## src/rtl/control_escritura_rtc_if.sv

```systemverilog
`default_nettype none
// ============================================================================
// Module   : control_escritura_rtc_if
// Purpose  : PicoBlaze write port plus RTC bus handshake bundle.
// Revision : 1.0 - initial release
// ============================================================================
interface control_escritura_rtc_if;
   logic       write_strobe;
   logic [7:0] port_id;
   logic [7:0] out_port;
   logic       bus_ack;
   logic       bus_req;
   logic [7:0] bus_addr;
   logic [7:0] bus_data;
   logic       busy;
   logic       done;
   logic [8:0] dirty;
   logic       error;

   modport slave (
      input  write_strobe, port_id, out_port, bus_ack,
      output bus_req, bus_addr, bus_data, busy, done, dirty, error
   );

   modport master (
      output write_strobe, port_id, out_port, bus_ack,
      input  bus_req, bus_addr, bus_data, busy, done, dirty, error
   );
endinterface
`default_nettype wire

```

## src/rtl/control_escritura_rtc.sv

```systemverilog
`default_nettype none
// ============================================================================
// Module   : control_escritura_rtc
// Purpose  : Shadows PicoBlaze RTC register writes and replays the dirty ones
//            onto the RTC bus on a start command. Macro TIMEOUT_EN adds an
//            ack timeout with a sticky error flag.
// Revision : 1.0 - initial release
// ============================================================================
module control_escritura_rtc #(
   parameter int GAP_CYC     = 2,
   parameter int TIMEOUT_CYC = 255
) (
   input  wire logic               clk,
   input  wire logic               reset,
   control_escritura_rtc_if.slave  bus
);
   typedef enum logic [2:0] {S_IDLE, S_SCAN, S_REQ, S_GAP, S_DONE} state_t;

   localparam int GW       = (GAP_CYC > 1) ? $clog2(GAP_CYC) : 1;
   localparam int GAP_LAST = (GAP_CYC > 0) ? GAP_CYC - 1 : 0;

   state_t          r_state, w_state_nx;
   logic [3:0]      r_idx, w_idx_nx;
   logic [7:0]      r_shadow [9];
   logic [8:0]      r_dirty;
   logic [7:0]      r_addr, r_data;
   logic [GW-1:0]   r_gap;
   logic            w_load, w_start, w_ack, w_last, w_tmo;
   logic            w_cap_hit;
   logic [3:0]      w_cap_idx;
   logic [7:0]      w_map_addr;
   logic [8:0]      w_set_mask, w_clr_mask;

   always_comb begin
      w_cap_idx = 4'd0;
      w_cap_hit = bus.write_strobe;
      case (bus.port_id)
         8'h03:   w_cap_idx = 4'd0;
         8'h04:   w_cap_idx = 4'd1;
         8'h05:   w_cap_idx = 4'd2;
         8'h06:   w_cap_idx = 4'd3;
         8'h07:   w_cap_idx = 4'd4;
         8'h08:   w_cap_idx = 4'd5;
         8'h0A:   w_cap_idx = 4'd6;
         8'h0B:   w_cap_idx = 4'd7;
         8'h0C:   w_cap_idx = 4'd8;
         default: w_cap_hit = 1'b0;
      endcase
   end

   always_comb begin
      case (r_idx)
         4'd0:    w_map_addr = 8'h21;
         4'd1:    w_map_addr = 8'h22;
         4'd2:    w_map_addr = 8'h23;
         4'd3:    w_map_addr = 8'h24;
         4'd4:    w_map_addr = 8'h25;
         4'd5:    w_map_addr = 8'h26;
         4'd6:    w_map_addr = 8'h41;
         4'd7:    w_map_addr = 8'h42;
         default: w_map_addr = 8'h43;
      endcase
   end

   assign w_start    = bus.write_strobe && (bus.port_id == 8'h0F) && (r_state == S_IDLE);
   assign w_ack      = (r_state == S_REQ) && bus.bus_ack;
   assign w_last     = (r_idx == 4'd8);
   assign w_set_mask = w_cap_hit ? (9'd1 << w_cap_idx) : 9'd0;
   assign w_clr_mask = w_ack ? (9'd1 << r_idx) : 9'd0;

`ifdef TIMEOUT_EN
   localparam int TW = (TIMEOUT_CYC > 1) ? $clog2(TIMEOUT_CYC + 1) : 1;
   logic [TW-1:0] r_tmo;
   logic          r_error;

   assign w_tmo     = (r_state == S_REQ) && !bus.bus_ack && (r_tmo == TW'(TIMEOUT_CYC - 1));
   assign bus.error = r_error;

   always_ff @(posedge clk) begin
      if (reset) begin
         r_tmo   <= '0;
         r_error <= 1'b0;
      end else begin
         r_tmo <= (r_state == S_REQ) ? r_tmo + 1'b1 : '0;
         if (w_start)
            r_error <= 1'b0;
         else if (w_tmo)
            r_error <= 1'b1;
      end
   end
`else
   assign w_tmo     = 1'b0;
   assign bus.error = 1'b0;
`endif

   always_comb begin
      w_state_nx = r_state;
      w_idx_nx   = r_idx;
      w_load     = 1'b0;
      case (r_state)
         S_IDLE: if (w_start) begin
            w_state_nx = S_SCAN;
            w_idx_nx   = 4'd0;
         end
         S_SCAN: if (r_dirty[r_idx]) begin
            w_state_nx = S_REQ;
            w_load     = 1'b1;
         end else if (w_last) begin
            w_state_nx = S_DONE;
         end else begin
            w_idx_nx = r_idx + 4'd1;
         end
         S_REQ: if (bus.bus_ack) begin
            if (GAP_CYC > 0) begin
               w_state_nx = S_GAP;
            end else begin
               w_state_nx = w_last ? S_DONE : S_SCAN;
               w_idx_nx   = w_last ? r_idx : r_idx + 4'd1;
            end
         end else if (w_tmo) begin
            w_state_nx = S_DONE;
         end
         S_GAP: if (r_gap == GW'(GAP_LAST)) begin
            w_state_nx = w_last ? S_DONE : S_SCAN;
            w_idx_nx   = w_last ? r_idx : r_idx + 4'd1;
         end
         S_DONE:  w_state_nx = S_IDLE;
         default: w_state_nx = S_IDLE;
      endcase
   end

   // A capture in the ack cycle re-sets the bit that the ack clears.
   always_ff @(posedge clk) begin
      if (reset) begin
         r_state <= S_IDLE;
         r_idx   <= 4'd0;
         r_dirty <= 9'd0;
         r_addr  <= 8'h00;
         r_data  <= 8'h00;
         r_gap   <= '0;
         for (int i = 0; i < 9; i++)
            r_shadow[i] <= 8'h00;
      end else begin
         r_state <= w_state_nx;
         r_idx   <= w_idx_nx;
         r_dirty <= (r_dirty & ~w_clr_mask) | w_set_mask;
         r_gap   <= (r_state == S_GAP) ? r_gap + 1'b1 : '0;
         if (w_load) begin
            r_addr <= w_map_addr;
            r_data <= r_shadow[r_idx];
         end
         if (w_cap_hit)
            r_shadow[w_cap_idx] <= bus.out_port;
      end
   end

   assign bus.bus_req  = (r_state == S_REQ);
   assign bus.bus_addr = r_addr;
   assign bus.bus_data = r_data;
   assign bus.busy     = (r_state != S_IDLE);
   assign bus.done     = (r_state == S_DONE);
   assign bus.dirty    = r_dirty;
endmodule
`default_nettype wire

```

## src/flat_wrapper.sv

```systemverilog
// flat-port wrapper written by rule: the top's interface ports become plain ports
module control_escritura_rtc_flat 
#(
   parameter int GAP_CYC     = 2,
   parameter int TIMEOUT_CYC = 255
)
  (clk, reset, bus_write_strobe, bus_port_id, bus_out_port, bus_bus_ack, bus_bus_req, bus_bus_addr, bus_bus_data, bus_busy, bus_done, bus_dirty, bus_error);
  control_escritura_rtc_if bus_i ();
  input  wire logic clk;
  input  wire logic reset;
  input wire logic [$bits(bus_i.write_strobe)-1:0] bus_write_strobe;
  input wire logic [$bits(bus_i.port_id)-1:0] bus_port_id;
  input wire logic [$bits(bus_i.out_port)-1:0] bus_out_port;
  input wire logic [$bits(bus_i.bus_ack)-1:0] bus_bus_ack;
  output wire logic [$bits(bus_i.bus_req)-1:0] bus_bus_req;
  output wire logic [$bits(bus_i.bus_addr)-1:0] bus_bus_addr;
  output wire logic [$bits(bus_i.bus_data)-1:0] bus_bus_data;
  output wire logic [$bits(bus_i.busy)-1:0] bus_busy;
  output wire logic [$bits(bus_i.done)-1:0] bus_done;
  output wire logic [$bits(bus_i.dirty)-1:0] bus_dirty;
  output wire logic [$bits(bus_i.error)-1:0] bus_error;
  assign bus_i.write_strobe = bus_write_strobe;
  assign bus_i.port_id = bus_port_id;
  assign bus_i.out_port = bus_out_port;
  assign bus_i.bus_ack = bus_bus_ack;
  assign bus_bus_req = bus_i.bus_req;
  assign bus_bus_addr = bus_i.bus_addr;
  assign bus_bus_data = bus_i.bus_data;
  assign bus_busy = bus_i.busy;
  assign bus_done = bus_i.done;
  assign bus_dirty = bus_i.dirty;
  assign bus_error = bus_i.error;
  control_escritura_rtc #(.GAP_CYC(GAP_CYC), .TIMEOUT_CYC(TIMEOUT_CYC)) u_core (.clk(clk), .reset(reset), .bus(bus_i));
endmodule
```

## config.mk

```make
export PLATFORM = sky130hd
export DESIGN_NAME = control_escritura_rtc_flat
export DESIGN_NICKNAME = d
export VERILOG_FILES = /design/src/rtl/control_escritura_rtc_if.sv /design/src/rtl/control_escritura_rtc.sv /design/src/flat_wrapper.sv
export SDC_FILE = /design/constraint.sdc
export NUM_CORES = 1
export LEC_CHECK = 0
export CORE_ASPECT_RATIO = 0.8
export CORE_MARGIN = 2
export CORE_UTILIZATION = 53
export CTS_CLUSTER_DIAMETER = 30
export DETAILED_ROUTE_END_ITERATION = 12
export GPL_ROUTABILITY_DRIVEN = 0
export PLACE_DENSITY = 0.76
export SLEW_MARGIN = 20
export SYNTH_ARGS = -nofsm -noshare
export SYNTH_HDL_FRONTEND = slang
export SYNTH_SLANG_ARGS = --single-unit
export TNS_END_PERCENT = 50
```

## constraint.sdc

```tcl
create_clock -name clk -period 2.3 [get_ports clk]
set_input_delay 0.23 -clock clk [delete_from_list [all_inputs] [get_ports clk]]
set_output_delay 0.23 -clock clk [all_outputs]
set_load 0.01 [all_outputs]
```

==> results.txt <==
Status -> complete, no violations
CTS root buf -> clkbuf_16
CP required -> 2.64 ns
Hold Vio Cnt, Final -> 0
Die Y -> 108.2 um
WP buf/inv -> 1
IO Count -> 49
Grt ovf -> 0
Crit share post-route -> 93.92%
Max cap viols -> 0
Core ar. -> 13410 um^2
WP depth -> 7
Clk buf depth -> 2
Vias in the first global route -> 4304
Die area -> 14540 um^2
Horiz. Die Dim -> 134.3 um
Largest net degree at the start of global routing -> 31
Placed cells -> 757
Detailed router's first-iteration violation count -> 401
Reg2Reg Depth -> 7
Most area-consuming cells after synthesis -> edfxtp_1, mux4_2, dfxtp_1
CP top delay family -> multiplexers
RSZ-0062 raised after global routing -> false
Final Slew Violations -> 0
Setup CP Type -> flip-flop to flip-flop
Routed vias -> 4315
Floorplan row count -> 38
Peak VDD IR -> 0.9011 mV
# H-tree levels -> 4
First-pass GRT wire length -> 23140 um
Number of flops mapped to enable cells by yosys -> 128
Netlist Area Pre-Place -> 7198 um^2
Yosys reg bits -> 163
Async set-reset flop share out of synthesis -> 0%
Syn Area/Cell -> 15.48 um^2
CP Capture Type -> flip-flop
DR vias/cell -> 5.462
Clock insertion delay at the later pin of the skew report -> 0.42 ns
WP data arrival -> 2.50 ns
Layout cells sized above 1 -> 23.11%
Routed WL -> 15110 um
Measured slew at the worst slew-check pin -> 0.5955 ns
Static Leakage -> 3.143 nW
Hold Slack -> 0.4653 ns
Setup WS post-layout -> 0.1398 ns
Min-Delay Path Depth -> 2
Worst-path clk slew -> 0.06 ns
Max incr delay on CP -> 0.53 ns
CTS Buf Count -> 17
Hpwl dp -> 10020 um
Final Instance Count excl. Fillers -> 790
Diode count -> 0
Nets@finish -> 624
Clock Sink Count -> 163
CTS tree -> done
Worst Setup Slack post-DPL -> -0.2512 ns
Max-Slew Margin vs Limit -> 60.18%
I/O Buffers -> 44
Hold Crit Class -> flip-flop to flip-flop
Area grow syn2layout -> 22.18%
Setup TNS -> 0 ns
Starting Density -> 53.69%
Slowest CP cell -> mux4_2
Area leader, netlist -> edfxtp_1
Crit path launch type -> flip-flop
Gate Count Post-Synth -> 465
Maximum fanout along the worst path -> 7
Clock Skew -> 0.005919 ns
WL/cell -> 19.13 um
Pwr/cell area -> 744.3 nW/um^2
Initial DRT Pass Iterations -> 5
Synth cell count leaders -> edfxtp_1, and2_1, mux4_2, dfxtp_1, nor2_1
Min cycle time layout -> 2.160 ns
Register area share after synthesis -> 63.13%
Total track usage -> 22.21%
CP Cell Sequence -> mux4_2 > or2_4 > a31oi_4 > buf_4 > nor2_2 > o211a_1 > nor4_2
Final Util -> 65.59%
Yosys warns -> 0
Share of the synthesized area in the top cell type -> 53.40%
Cell with the most instances after synthesis -> edfxtp_1
Detail Route Antenna Nets -> 0
Residual DRC count -> 0
Final setup violation count -> 0
Achievable clock frequency -> 462.9 MHz
Most used DFF post-synth -> edfxtp_1
Synth cell types -> 52
Initial antenna violation count -> 0
-- final timing paths --
check / startpoint / to / slack, ns
worst max-delay path: u_core.r_idx[0]$_SDFFE_PP0N_ / u_core.r_state[0]$_SDFFE_PP0P_ / 0.14
worst min-delay path: u_core.bus.bus_addr[2]$_SDFFE_PP0P_ / u_core.bus.bus_addr[2]$_SDFFE_PP0P_ / 0.47
worst min register to register: u_core.bus.bus_addr[2]$_SDFFE_PP0P_ / u_core.bus.bus_addr[2]$_SDFFE_PP0P_ / 0.47
worst max register to register: u_core.r_idx[0]$_SDFFE_PP0N_ / u_core.r_state[0]$_SDFFE_PP0P_ / 0.14
-- tightest hold or removal path, delay by kind of cell, from the launching register on --
kind / cells / cell delay [ns]
DFF: 1 / 0.31
and+or+nand+nor: 1 / 0.06
AOI/OAI and AO/OA: 1 / 0.05
-- routing by layer --
layer | wire (um) | vias up | share of wire, % | global-route usage (%)
met1 | 6357 | 2154 | 42 | 29.30
met2 | 7283 | 163 | 48 | 35.02
met3 | 1090 | 26 | 7.2 | 6.751
li1 | - | 1972 | - | -
met5 | 0 | - | 0 | 0
met4 | 380 | 0 | 2.5 | 8.722
-- sequential cells by signal, indices dropped and copies added, names as in the netlist, named ones only --
name and flops:
u_core.bus.bus_data 8, u_core.r_gap 1, u_core.r_idx 4, u_core.r_shadow 128, u_core.bus.dirty 9, u_core.bus.bus_addr 5
u_core.r_state 3
-- logic make-up after synthesis --
group           share of synthesized area, %
buf+inv                                2.625
xor+xnor                              0.2434
simple gates                           13.89
mux                                    14.36
other cells                          0.05210
compound gates                         4.658
flops                                  63.13
fa+ha+maj                              1.043
-- through the flow --
step	power, mW	cell area [um^2]
6_report	6.546	8795
3_3_place_gp	3.917	8223
5_1_grt	6.743	8795
4_1_cts	6.583	8786
2_1_floorplan	3.748	7421
3_5_place_dp	3.939	8223
-- layout make-up --
cell class | count | area (um^2)
Fill cell | 977 | 4613
Sequential cell | 163 | 4548
Multi-Input combinational cell | 325 | 2686
Timing Repair Buffer | 84 | 760.7
Clock buffer | 19 | 432.9
Tap cell | 180 | 225.2
Clock inverter | 12 | 115.1
Inverter | 7 | 26.28
-- timing repair --
action                                  4_1_cts  5_1_grt
buffers inserted                              2        0
endpoints found under the hold margin         0        0
hold buffers                                  0        0
gates resized for setup                       0        3
endpoints found under the setup margin       10        2
pin swaps                                     1        0
-- layout by cell type (no fill, tap or decap), types with 3 or more instances in the layout --
master           instances
nand2_1                 10
a211oi_2                 4
a31o_2                  10
inv_1                    6
buf_4                   37
nor2_2                   4
nor4_1                   4
clkdlybuf4s50_1         44
o21ai_0                  6
and2_1                  74
conb_1                  60
clkinv_1                 5
nand2b_1                 6
mux2i_1                 11
nor3_1                   5
and3_1                   3
dfxtp_1                 32
nand3_1                  8
nor2_1                  27
mux4_2                  41
or2_2                    5
clkbuf_16               17
dfxtp_2                  3
ha_1                     6
clkinv_2                 3
a21oi_1                  9
edfxtp_1               128
-- power by group --
part	leakage [nW]	total (mW)	switching (mW)	internal, mW
clock network	0.267	2.66	1.09	1.57
registers	1.52	3.40	0.0569	3.34
logic	1.36	0.489	0.246	0.243
(Power assumes the default switching activity.)
